## config.mk

```make
export PLATFORM = sky130hd
export DESIGN_NAME = l1_trigger_scheduler
export DESIGN_NICKNAME = d
export VERILOG_FILES = /design/src/rtl/l1_trigger_scheduler_pkg.sv /design/src/rtl/l1_trigger_scheduler_rr_arbiter.sv /design/src/rtl/l1_trigger_scheduler.sv
export SDC_FILE = /design/constraint.sdc
export NUM_CORES = 1
export LEC_CHECK = 0
export ABC_AREA = 0
export ABC_CLOCK_PERIOD_IN_PS = 6370
export CAP_MARGIN = 20
export CELL_PAD_IN_SITES_DETAIL_PLACEMENT = 0
export CELL_PAD_IN_SITES_GLOBAL_PLACEMENT = 2
export CORE_AREA = 2 2 148 150
export DETAILED_ROUTE_END_ITERATION = 16
export DIE_AREA = 0 0 150 152
export GPL_TIMING_DRIVEN = 0
export PLACE_DENSITY = 0.62
export SYNTH_ARGS = -nofsm -noshare
export SYNTH_HDL_FRONTEND = slang
export SYNTH_SLANG_ARGS = --single-unit
```

## constraint.sdc

```tcl
create_clock -name aclk -period 6.37 [get_ports aclk]
set_clock_uncertainty 0.15 [all_clocks]
set_input_delay 1.5925 -clock aclk [delete_from_list [all_inputs] [get_ports aclk]]
set_output_delay 1.5925 -clock aclk [all_outputs]
set_load 0.02 [all_outputs]
```

## src/rtl/l1_trigger_scheduler_pkg.sv

```systemverilog
// Shared types and field layout for the L1 trigger scheduler.
package l1_trig_sched_pkg;

   // Event word layout: {timestamp, beam index}, beam index in the low byte.
   localparam int BEAM_IDX_BITS = 8;
   localparam int BEAM_LSB      = 0;
   localparam int TS_LSB        = BEAM_IDX_BITS;
   localparam int EVT_TS_BITS   = 32;

   typedef struct packed {
      logic [EVT_TS_BITS-1:0]   ts;
      logic [BEAM_IDX_BITS-1:0] beam;
   } evt_t;

   typedef enum logic {
      EMPTY = 1'b0,
      FULL  = 1'b1
   } state_t;

   // Packs a timestamp and beam index into the event layout.
   function automatic evt_t make_evt(input logic [EVT_TS_BITS-1:0] ts,
                                     input logic [BEAM_IDX_BITS-1:0] beam);
      evt_t e;
      e.ts   = ts;
      e.beam = beam;
      return e;
   endfunction

endpackage

```

## src/rtl/l1_trigger_scheduler_rr_arbiter.sv

```systemverilog
// Round-robin arbiter: combinational grant, registered last grant.
// Search begins one past the last grant and wraps; beam 0 wins first after reset.
module rr_arbiter #(
   parameter  int N  = 2,
   localparam int IW = (N > 1) ? $clog2(N) : 1
) (
   input  logic          aclk,
   input  logic          reset_i,
   input  logic [N-1:0]  req_i,
   input  logic          advance_i,
   output logic [IW-1:0] grant_o,
   output logic          grant_vld_o
);

   localparam int SW = IW + 1;

   logic [IW-1:0] last_grant_q;
   logic [SW-1:0] cand;

   // Pick the first requester after the last grant, wrapping at N.
   always_comb begin
      // NOTE: every output gets a default before the loop so no path leaves it unassigned (no latch).
      grant_o     = '0;
      grant_vld_o = 1'b0;
      cand        = '0;
      for (int i = 1; i <= N; i++) begin
         cand = {1'b0, last_grant_q} + SW'(i);
         if (cand >= SW'(N)) cand = cand - SW'(N);
         if (!grant_vld_o && req_i[cand[IW-1:0]]) begin
            grant_vld_o = 1'b1;
            grant_o     = cand[IW-1:0];
         end
      end
   end

   // Remember the winner only when the grant is actually taken.
   always_ff @(posedge aclk or posedge reset_i) begin
      // NOTE: non-blocking assignments so every register samples pre-edge values.
      if (reset_i) last_grant_q <= IW'(N - 1);
      else if (advance_i) last_grant_q <= grant_o;
   end

endmodule

```

## src/rtl/l1_trigger_scheduler.sv

```systemverilog
// L1 trigger scheduler: edge detect, mask, holdoff, timestamp and
// round-robin drain of per-beam triggers onto one AXI4-Stream event port.
// Optional drop statistics: define L1_TRIG_SCHED_STATS_EN to add drop_count_o.
module l1_trigger_scheduler
   import l1_trig_sched_pkg::*;
#(
   parameter int NBEAMS       = 2,
   parameter int HOLDOFF_BITS = 8,
   parameter int TS_BITS      = 32
) (
   input  logic                             aclk,
   input  logic                             reset_i,
   input  logic [NBEAMS-1:0]                trig_i,
   input  logic                             enable_i,
   input  logic [NBEAMS-1:0]                mask_i,
   input  logic [HOLDOFF_BITS-1:0]          holdoff_i,
`ifdef L1_TRIG_SCHED_STATS_EN
   output logic [15:0]                      drop_count_o,
`endif
   output logic [TS_BITS+BEAM_IDX_BITS-1:0] evt_tdata,
   output logic                             evt_tvalid,
   input  logic                             evt_tready
);

   localparam int IW = (NBEAMS > 1) ? $clog2(NBEAMS) : 1;

   logic [TS_BITS-1:0]      ts_q;
   logic [NBEAMS-1:0]       trig_q;
   logic [NBEAMS-1:0]       pending_q, pending_d;
   logic [TS_BITS-1:0]      ts_lat_q [NBEAMS];
   logic [HOLDOFF_BITS-1:0] hold_q   [NBEAMS];
   logic [NBEAMS-1:0]       rise_ok, busy, accept, grant_clr;
   logic [IW-1:0]           grant;
   logic                    grant_vld, do_grant;
   state_t                  state_q;
   logic                    evt_tvalid_q;
   logic [TS_BITS+BEAM_IDX_BITS-1:0] evt_tdata_q;

   // Qualified rising edges, and beams that cannot take a new trigger yet.
   always_comb begin
      rise_ok = trig_i & ~trig_q & ~mask_i & {NBEAMS{enable_i}};
      busy    = '0;
      for (int b = 0; b < NBEAMS; b++) begin
         busy[b] = pending_q[b] | (hold_q[b] != '0);
      end
   end

   assign accept   = rise_ok & ~busy;
   assign do_grant = (state_q == EMPTY) && grant_vld;

   // Pending update: granted beam cleared, a new acceptance sets (set wins).
   always_comb begin
      grant_clr = '0;
      if (do_grant) grant_clr[grant] = 1'b1;
      pending_d = (pending_q & ~grant_clr) | accept;
   end

   // Free-running timestamp, edge-detect history and pending flags.
   always_ff @(posedge aclk or posedge reset_i) begin
      if (reset_i) begin
         ts_q      <= '0;
         trig_q    <= '0;
         pending_q <= '0;
      end else begin
         ts_q      <= ts_q + 1'b1;
         trig_q    <= trig_i;
         pending_q <= pending_d;
      end
   end

   // Per-beam latched timestamp and holdoff countdown.
   always_ff @(posedge aclk or posedge reset_i) begin
      // NOTE: these small arrays are reset explicitly; a stale holdoff or timestamp must not survive reset.
      if (reset_i) begin
         for (int b = 0; b < NBEAMS; b++) begin
            ts_lat_q[b] <= '0;
            hold_q[b]   <= '0;
         end
      end else begin
         for (int b = 0; b < NBEAMS; b++) begin
            if (accept[b]) begin
               ts_lat_q[b] <= ts_q;
               hold_q[b]   <= holdoff_i;
            end else if (hold_q[b] != '0) begin
               hold_q[b] <= hold_q[b] - 1'b1;
            end
         end
      end
   end

   rr_arbiter #(.N(NBEAMS)) u_arb (
      .aclk        (aclk),
      .reset_i     (reset_i),
      .req_i       (pending_q),
      .advance_i   (do_grant),
      .grant_o     (grant),
      .grant_vld_o (grant_vld)
   );

   // Output FSM: load one event when empty, hold it until the handshake.
   always_ff @(posedge aclk or posedge reset_i) begin
      if (reset_i) begin
         state_q      <= EMPTY;
         evt_tvalid_q <= 1'b0;
         evt_tdata_q  <= '0;
      end else begin
         case (state_q)
            EMPTY: begin
               if (grant_vld) begin
                  evt_tdata_q[TS_LSB +: TS_BITS]         <= ts_lat_q[grant];
                  evt_tdata_q[BEAM_LSB +: BEAM_IDX_BITS] <= BEAM_IDX_BITS'(grant);
                  evt_tvalid_q <= 1'b1;
                  state_q      <= FULL;
               end
            end
            FULL: begin
               if (evt_tready) begin
                  evt_tvalid_q <= 1'b0;
                  state_q      <= EMPTY;
               end
            end
            default: state_q <= EMPTY;
         endcase
      end
   end

   assign evt_tvalid = evt_tvalid_q;
   assign evt_tdata  = evt_tdata_q;

`ifdef L1_TRIG_SCHED_STATS_EN
   logic [NBEAMS-1:0] drop;
   logic [15:0]       drop_cnt_q;
   logic [16:0]       drop_sum;

   assign drop     = rise_ok & busy;
   assign drop_sum = {1'b0, drop_cnt_q} + 17'($countones(drop));

   // Saturating count of edges lost to pending or holdoff.
   always_ff @(posedge aclk or posedge reset_i) begin
      if (reset_i) drop_cnt_q <= '0;
      else drop_cnt_q <= (drop_sum > 17'h0FFFF) ? 16'hFFFF : drop_sum[15:0];
   end

   assign drop_count_o = drop_cnt_q;
`endif

endmodule

```

==> flow_summary.json <==
{
  "cts_setup_buffers": 0,
  "core_mm2": 0.0214,
  "cp_top_family": "buffers and inverters",
  "setup_violations": 0,
  "cts_buffers": 17,
  "diodes": 0,
  "cap_violations": 0,
  "holdWs_ns": 0.323,
  "via_count": 4164,
  "cp_data_arrival_time_ns": 4.07,
  "worstReg2RegStart": "hold_q[8]$_DFFE_PP0P_",
  "yosysSeqAreaShare_pct": 58.7,
  "critPathMaxFanout": 10,
  "grt_pass1_vias": 4370,
  "synth_top_area_share_pct": 58.3,
  "total_power_mw": 2.26,
  "slew_violations": 0,
  "tightest_slew_ns": 0.927,
  "cts_hold_buf": 0,
  "clock_sinks": 152,
  "finalNonFillerCells": 863,
  "die_w_um": 150,
  "io_pins": 57,
  "start_kind": "input pin",
  "drt_first_pass_iters": 8,
  "critPathKind": "input pin to flip-flop",
  "drc": 0,
  "yosysTopAreaCell": "dfrtp_1",
  "hold_path_startpoint": "u_arb.last_grant_q$_DFFE_PP1P_",
  "finalWirelength_um": 14600,
  "power.density_mw_per_mm2": 283,
  "post_drt_wl_per_cell_um": 16.9,
  "nNetsFinal": 590,
  "synth_cells": 495,
  "grt_usage_pct": 13.5,
  "hold_viol_final": 0,
  "worstPathRequired_ns": 6.52,
  "cts.repair.resized": 0,
  "hp-class": "flip-flop to flip-flop",
  "fin_crit_sh_pct": 61.6,
  "avgSynthCellArea_um2": 13.1,
  "cts_tree": "yes",
  "peakVddDrop_mv": 0.176,
  "finalSetupTns_ns": 0,
  "htreeDepth": 4,
  "hpwl_um": 9830,
  "grt_pass1_wl_um": 24000,
  "yosys-top-cells-area": "dfrtp_1, mux2_4, mux2_2, a222oi_1, xnor2_1",
  "std_cell_rows": 54,
  "synth_ff_type": "dfrtp_1",
  "cts_max_path_buffers": 2,
  "crit_buf_inv": 4,
  "cts-root-buf": "clkbuf_16",
  "clk_latency_ns": 0.41,
  "initial_utilization_pct": 30.4,
  "syn_to_final_growth_pct": 23.3,
  "yosysUniqueCellTypes": 52,
  "drive_gt1_share_pct": 21.3,
  "cts.clk_slew.worst_paths_ns": 0.06,
  "drtIter0Drc": 404,
  "synth-async-reset-ratio_pct": 100,
  "cpMostUsedCell": "buf_2",
  "dp.cells": 832,
  "die_y_um": 152,
  "cp-end-kind": "flip-flop",
  "io_buffers": 49,
  "grt_max_degree": 82,
  "synth-seq-cells": 152,
  "synth_edf_count": 0,
  "viasPerCell": 4.83,
  "dieArea_mm2": 0.0228,
  "slowest_stage": "clkdlybuf4s50_1",
  "status": "complete, no violations",
  "crit_chain": "clkdlybuf4s50_1 -> nor4bb_1 -> and2_1 -> clkbuf_1 -> nor2b_1 -> buf_2 -> buf_2 -> mux2_2",
  "fill_cells": 2107,
  "p_leak_nw": 3.86,
  "period_needed_ns": 3.93,
  "antenna_found_initial": 0,
  "place.gp.congestion": 0.692,
  "relSlewSlack_pct": 37.7,
  "ant_nets": 0,
  "syn-cell-area_mm2": 0.00648,
  "overflow": 0,
  "max_stage_delay_ns": 0.47,
  "grt_setup_unrepaired": "no",
  "startpoint": "trig_i[0]",
  "ys.warnings.count": 0,
  "max_freq_ghz": 0.255
}
power by group:
part / leakage, nW / internal [mW] / switching [mW] / total, mW
combinational: 1.50 / 0.0502 / 0.163 / 0.213
sequential: 2.07 / 0.986 / 0.0158 / 1.00
clock: 0.292 / 0.651 / 0.397 / 1.05
total: 3.86 / 1.69 / 0.576 / 2.26
cells in the mapped netlist (7+ instances only):
library cell,n
xor2_1,12
nor2_1,7
nor3_1,11
clkbuf_1,11
nand3_1,13
a21oi_1,15
mux2_4,28
nand2_1,20
dfrtp_1,151
xnor2_1,22
buf_4,7
a222oi_1,32
mux2_2,36
inv_1,47
nand4_1,9
stage by stage:
stage                     area (µm²)  utilization, %  worst slack, ns
after CTS                       7990            37.4             2.40
after global routing            7990            37.4             2.28
after detailed placement        7380            34.6             1.98
after global placement          7350            34.4            -1.63
final                           7990            37.4             2.44
after floorplan                 6500               -            0.536
path summary, 6_finish.rpt:
check                                                 end  slack, ns  cells past startpoint
max                              ts_lat_q[46]$_DFFE_PP0P_       2.44                      8
min                        u_arb.last_grant_q$_DFFE_PP1P_       0.32                      2
max reg2reg                      ts_lat_q[46]$_DFFE_PP0P_       3.40                      8
min reg2reg                u_arb.last_grant_q$_DFFE_PP1P_       0.32                      2
max in group asynchronous  u_arb.last_grant_q$_DFFE_PP1P_       3.69                      3
min in group asynchronous       evt_tdata[19]$_DFFE_PP0P_       1.51                      2
routing by layer:
| layer | track usage, % | part of all wire [%] | vias up |
|---|---|---|---|
| li1 | - | - | 1939 |
| met1 | 18.6 | 48 | 2131 |
| met2 | 21.1 | 48 | 78 |
| met3 | 2.88 | 3.5 | 16 |
| met4 | 4.58 | 1.4 | 0 |
| met5 | 0 | 0 | - |
cells by family (layout without fill, tap and decap cells):
family / Yosys count / in the layout / share of synthesized area, %
AO/OA/AOI/OAI: 70 / 70 / 8.71
XOR/XNOR: 34 / 34 / 4.59
adder cells (fa/ha/maj): 3 / 3 / 0.579
buffers and inverters: 74 / 156 / 5.66
flip-flops: 152 / 152 / 58.7
multiplexers: 66 / 66 / 13.0
other: 1 / 7 / 0.0578
AND/OR/NAND/NOR: 95 / 95 / 8.67
layout make-up:
cell class / count / area (µm²) / share of cell area [%]
flip-flops and latches: 152 / 3800 / 47.6
inverters: 47 / 181 / 2.27
multi-input cells: 275 / 2330 / 29.2
repair buffers: 51 / 523 / 6.54
well taps: 280 / 350 / 4.38
clock inverters: 13 / 180 / 2.25
plain buffers: 27 / 190 / 2.38
clock buffers: 18 / 429 / 5.37
flip-flops by register name, summed over array words and instances, names as in the netlist:
| register | cells |
|---|---|
| ts_q | 32 |
| evt_tdata | 33 |
| trig_q | 2 |
| pending_q | 2 |
| state_q | 1 |
| ts_lat_q | 64 |
| u_arb.last_grant_q | 1 |
| evt_tvalid | 1 |
| hold_q | 16 |
cell usage in the layout, fill, tap and decap left out, types with 3 or more instances in the layout:
cell	n
clkinvlp_4	3
dfrtp_1	151
o21ai_0	6
mux2_2	36
xnor2_1	22
nor2_1	7
bufinv_16	4
a21oi_1	15
nand2_1	20
ha_1	3
a222oi_1	32
nor3_1	11
nand3_1	13
buf_2	5
nor4_1	6
clkdlybuf4s50_1	49
buf_12	3
nor4b_1	3
clkinv_2	4
clkbuf_16	17
nand4_1	9
xor2_1	12
mux2_4	28
nor2b_1	3
a211oi_1	4
a221o_1	3
conb_1	7
inv_1	46
and4_1	4
buf_4	7
clkbuf_1	12
worst reg2reg max path, delay by kind of cell (launching register included):
kind / cells / cell delay [ns]
AND/OR/NAND/NOR: 3 / 1.04
buffers and inverters: 3 / 0.65
adder cells (fa/ha/maj): 1 / 0.23
multiplexers: 1 / 0.38
flip-flops: 1 / 0.40
Note: power is estimated with default switching activity, not from simulation.
==> RTL change 1, RTL diff (same flow settings) <==
Change the parameter `HOLDOFF_BITS` from 8 to 10.
--- a/src/rtl/l1_trigger_scheduler.sv
+++ b/src/rtl/l1_trigger_scheduler.sv
@@ -6,5 +6,5 @@
 #(
    parameter int NBEAMS       = 2,
-   parameter int HOLDOFF_BITS = 8,
+   parameter int HOLDOFF_BITS = 10,
    parameter int TS_BITS      = 32
 ) (
Interface: changed (resized holdoff_i); port bits go from 57 to 59. The function was not compared with the original's and may differ.
==> RTL change 1 against the original RTL <==
Area after synthesis up 5.2%; core utilization up 1.7 points; register-to-register slack improved by 420 ps; power up 7.7%; global-route usage grew 1.5 points; worst setup slack improved by 450 ps; sequential cell count is 4 higher; synthesized cell count up 6.9%; non-clock buffer count is 5 higher; routed wire length up 10%; cell count is 4.2% higher; cell area is 4.5% higher.
==> RTL change 1: results (changes against the original RTL) <==
Outcome
  – Outcome: finished, final reports clean (unchanged)

Routing
  – Via count: 4432 (was 4164)
  – DRT iter0 DRCs: 348 (was 404)
  – Routed wire per std cell: 17.9 µm (was 16.9 µm)
  – Number of detailed-route iterations in the first pass: 6 (was 8)

Finish
  – FFs & Latches: 156 (was 152)
  – Multi-input gate count: 302 (was 275)
  – Layout cells sized above 1: 0.149 (was 0.213)
  – Buffer share of cell area: 0.0875 (was 0.0892)
  – Sequential share of cell area: 0.468 (was 0.476)
  – Logic inverters: 46 (was 47)
  – # nets final: 629 (was 590)
  – CLK BUF: 22 (was 18)
  – Layout fillers: 2069 (was 2107)
  – Repair and plain buffers: 83 (was 78)
  – Multi-input gate area: 0.00257 mm² (was 0.00233 mm²)

Global routing
  – Met3 usage: 0.0393 (was 0.0288)
  – Pin count of the biggest net entering global routing: 123 (was 82)
  – First-pass GRT wire length: 26000 µm (was 24000 µm)
  – Gr usage total: 0.149 (was 0.135)
  – Initial antenna violation count: 0 (unchanged)
  – Vias in the first global route: 4651 (was 4370)
  – Met1 Usage GRT: 0.202 (was 0.186)
  – M2 GR Usage: 0.230 (was 0.211)

Setup path
  – Cell family with most CP delay: simple AND/OR/NAND/NOR gates (was buffers and inverters)
  – Worst-case reg-to-reg path depth: 7 (was 8)
  – R2R Path Start: hold_q[10] (was hold_q[8])
  – R2R setup slack: 3820 ps (was 3400 ps)
  – CP Max Fanout: 10 (unchanged)
  – Endpoint arrival time on the critical path: 3640 ps (was 4070 ps)
  – Setup Crit Path Kind: input pin to register (unchanged)
  – RR Endpoint: ts_lat_q[42] (was ts_lat_q[46])

Synth
  – Synth Area in Compound Gates: 0.0887 (was 0.0870)
  – Post-synthesis adder-cell area fraction: 0.00918 (was 0.00579)
  – Most frequent cells after synthesis: dfrtp_1, inv_1, a222oi_1, mux2_1, xnor2_1 (was dfrtp_1, inv_1, mux2_2)
  – Seq/Total Area, Yosys: 0.573 (was 0.587)
  – Mux cell area share after synthesis: 0.128 (was 0.130)
  – Xor/xnor cell area share of the yosys netlist: 0.0450 (was 0.0459)
  – Synth unique cells: 58 (was 52)
  – Top post-synthesis cells by area: dfrtp_1, mux2_4, mux2_1, a222oi_1, xnor2_1 (was dfrtp_1, mux2_4, mux2_2, a222oi_1, xnor2_1)

Power
  – Leakage power: 4.14 nW (was 3.86 nW)
  – Peak supply drop: 0.183 mV (was 0.176 mV)

STA
  – WHS: 336 ps (was 323 ps)
  – Slew @ Worst Pin: 925 ps (was 927 ps)

Worst hold path
  – Hold Path Sink: ts_lat_q[48] (was u_arb.last_grant_q)
  – Hold_sp: ts_lat_q[48] (was u_arb.last_grant_q)
  – Hold Path Stages: 1 (was 2)

Clocking
  – CTS root buf: clkbuf_16 (unchanged)
  – Latest clock arrival within the worst-skew pair: 430 ps (was 410 ps)

Placement
  – RePlAce Congestion: 0.752 (was 0.692)
  – Hpwl dp: 10700 µm (was 9830 µm)
  – Port bufs: 51 (was 49)
RTL change 1: power breakdown:
| group | switching [mW] | internal (mW) |
|---|---|---|
| clock | 0.407 | 0.667 |
| combinational | 0.152 | 0.104 |
| sequential | 0.0638 | 1.04 |
| total | 0.623 | 1.81 |
RTL change 1: routing by layer:
layer / vias up / share of wire
met5: - / 0
met4: 0 / 0.019
met3: 21 / 0.038
met2: 86 / 0.47
met1: 2268 / 0.47
li1: 2057 / -
RTL change 1: through the flow:
| stage | instances | power, mW | area, µm² | setup WS, ps |
|---|---|---|---|---|
| 2_1_floorplan | 535 | 1.28 | 6840 | 423 |
| 5_1_grt | 899 | 2.55 | 8350 | 2740 |
| 3_5_place_dp | 867 | 1.38 | 7730 | 2410 |
| 3_3_place_gp | 866 | 1.38 | 7700 | -1790 |
| 6_report | 899 | 2.44 | 8350 | 2890 |
| 4_1_cts | 899 | 2.47 | 8350 | 2850 |
==> RTL change 2, RTL diff (same settings) <==
Made on the original files. Take the reset off `ts_q` and load it in a clocked block of its own.
--- a/src/rtl/l1_trigger_scheduler.sv
+++ b/src/rtl/l1_trigger_scheduler.sv
@@ -59,12 +59,14 @@
    always_ff @(posedge aclk or posedge reset_i) begin
       if (reset_i) begin
-         ts_q      <= '0;
          trig_q    <= '0;
          pending_q <= '0;
       end else begin
-         ts_q      <= ts_q + 1'b1;
          trig_q    <= trig_i;
          pending_q <= pending_d;
       end
+   end
+
+   always_ff @(posedge aclk) begin
+      ts_q <= ts_q + 1'b1;
    end
 
Formal check against the unedited RTL: not equivalent (a bounded check fails within 4 cycles, from zero or initial values and one cycle with reset_i high).
==> RTL change 2 against the original RTL <==
Cell area down 4.5%; power fell by 5.5%; largest power group is now sequential cells; maximum frequency up 11%; worst setup slack improved by 400 ps; sequential cell count stayed put; global-route usage is 0.38 points lower; routed wire length shrank 4.7%; critical endpoint is now ts_lat_q[3]; area after synthesis fell by 5.1%.
==> RTL change 2: results (changes against the original RTL) <==
Outcome
  – Outcome: finished, final reports clean (unchanged)

Global routing
  – Met1 Usage GRT: 0.181 (was 0.186)
  – Gr usage total: 0.131 (was 0.135)
  – Met3 usage: 0.0378 (was 0.0288)
  – M2 GR Usage: 0.196 (was 0.211)
  – First-pass GRT wire length: 23000 µm (was 24000 µm)

Finish
  – Largest Register: ts_lat_q (unchanged)
  – Non-filler cells in the finished layout: 851 (was 863)
  – # nets final: 577 (was 590)

Synth
  – Post-synthesis adder-cell area fraction: 0.00610 (was 0.00579)
  – Seq/Total Area, Yosys: 0.592 (was 0.587)
  – Top post-synthesis cells by area: dfrtp_1, dfxtp_1, mux2_2, a222oi_1, xnor2_1 (was dfrtp_1, mux2_4, mux2_2, a222oi_1, xnor2_1)
  – Xor/xnor cell area share of the yosys netlist: 0.0484 (was 0.0459)
  – Asr flop ratio synth: 0.789 (was 1.00)
  – Mux cell area share after synthesis: 0.122 (was 0.130)
  – Synth Area in Compound Gates: 0.0881 (was 0.0870)
  – Synthesized netlist cell count: 483 (was 495)

Routing
  – Routed wire per std cell: 16.4 µm (was 16.9 µm)
  – DRT iter0 DRCs: 287 (was 404)
  – M1 WL: 6670 µm (was 6940 µm)
  – Number of detailed-route iterations in the first pass: 5 (was 8)
  – Via count: 4009 (was 4164)
  – Routed wl met3: 668 µm (was 506 µm)
  – Met2 wire len: 6360 µm (was 6950 µm)

Setup path
  – Endpoint arrival time on the critical path: 3680 ps (was 4070 ps)
  – CP max stage delay: 490 ps (was 470 ps)

Power
  – Pwr/cell area: 280 mW/mm² (was 283 mW/mm²)
  – Int Pwr: 1.60 mW (was 1.69 mW)
  – Peak supply drop: 0.152 mV (was 0.176 mV)
  – Leakage power: 3.56 nW (was 3.86 nW)

Placement
  – Worst slack, placed: 2400 ps (was 1980 ps)
  – RePlAce Congestion: 0.693 (was 0.692)
  – Placed cell count: 819 (was 832)

Clocking
  – Resized cells post-CTS: 0 (unchanged)
  – Latest clock arrival within the worst-skew pair: 430 ps (was 410 ps)

STA
  – Slew @ Worst Pin: 1100 ps (was 927 ps)
==> RTL change 2: cell count changes after synthesis, moves of 6 or more <==
cell,delta
dfrtp_1,-32
xnor2_1,+6
mux2_4,-28
mux2_2,+15
xor2_1,-6
mux2_1,+13
dfxtp_1,+32
inv_1,-6
==> RTL change 2: path summary, 6_finish.rpt <==
path / cells past startpoint / endpoint / slack, ps / start
min in group asynchronous: 2 / hold_q[6] / 1410 / reset_i
min: 1 / ts_q[0] / 290 / ts_q[0]
min reg2reg: 1 / ts_q[0] / 290 / ts_q[0]
max in group asynchronous: 3 / u_arb.last_grant_q / 3930 / reset_i
max: 8 / ts_lat_q[3] / 2840 / trig_i[1]
max reg2reg: 9 / ts_lat_q[3] / 3620 / hold_q[0]
==> RTL change 2: cell type report <==
cell class / count / area [µm²]
inverters: 41 / 159
repair buffers: 50 / 518
clock buffers: 18 / 429
multi-input cells: 264 / 2180
clock inverters: 14 / 154
fillers: 2185 / 13700
plain buffers: 32 / 198
well taps: 280 / 350
flip-flops and latches: 152 / 3640
==> RTL change 2: power groups by stage <==
| stage | sequential (mW) | clock (mW) | combinational (mW) |
|---|---|---|---|
| after floorplan | 1.03 | 0 | 0.0830 |
| after global placement | 1.04 | 0 | 0.117 |
| after detailed placement | 1.04 | 0 | 0.122 |
| after CTS | 1.02 | 1.03 | 0.123 |
| after global routing | 1.03 | 1.08 | 0.138 |
| final | 1.02 | 0.999 | 0.119 |
==> RTL change 2: cell families (layout without fill, tap and decap cells) <==
logic type / Yosys count / in the layout
AO/OA/AOI/OAI: 67 / 67
XOR/XNOR: 34 / 34
adder cells (fa/ha/maj): 3 / 3
buffers and inverters: 73 / 155
flip-flops: 152 / 152
multiplexers: 67 / 67
other: 1 / 7
AND/OR/NAND/NOR: 86 / 86
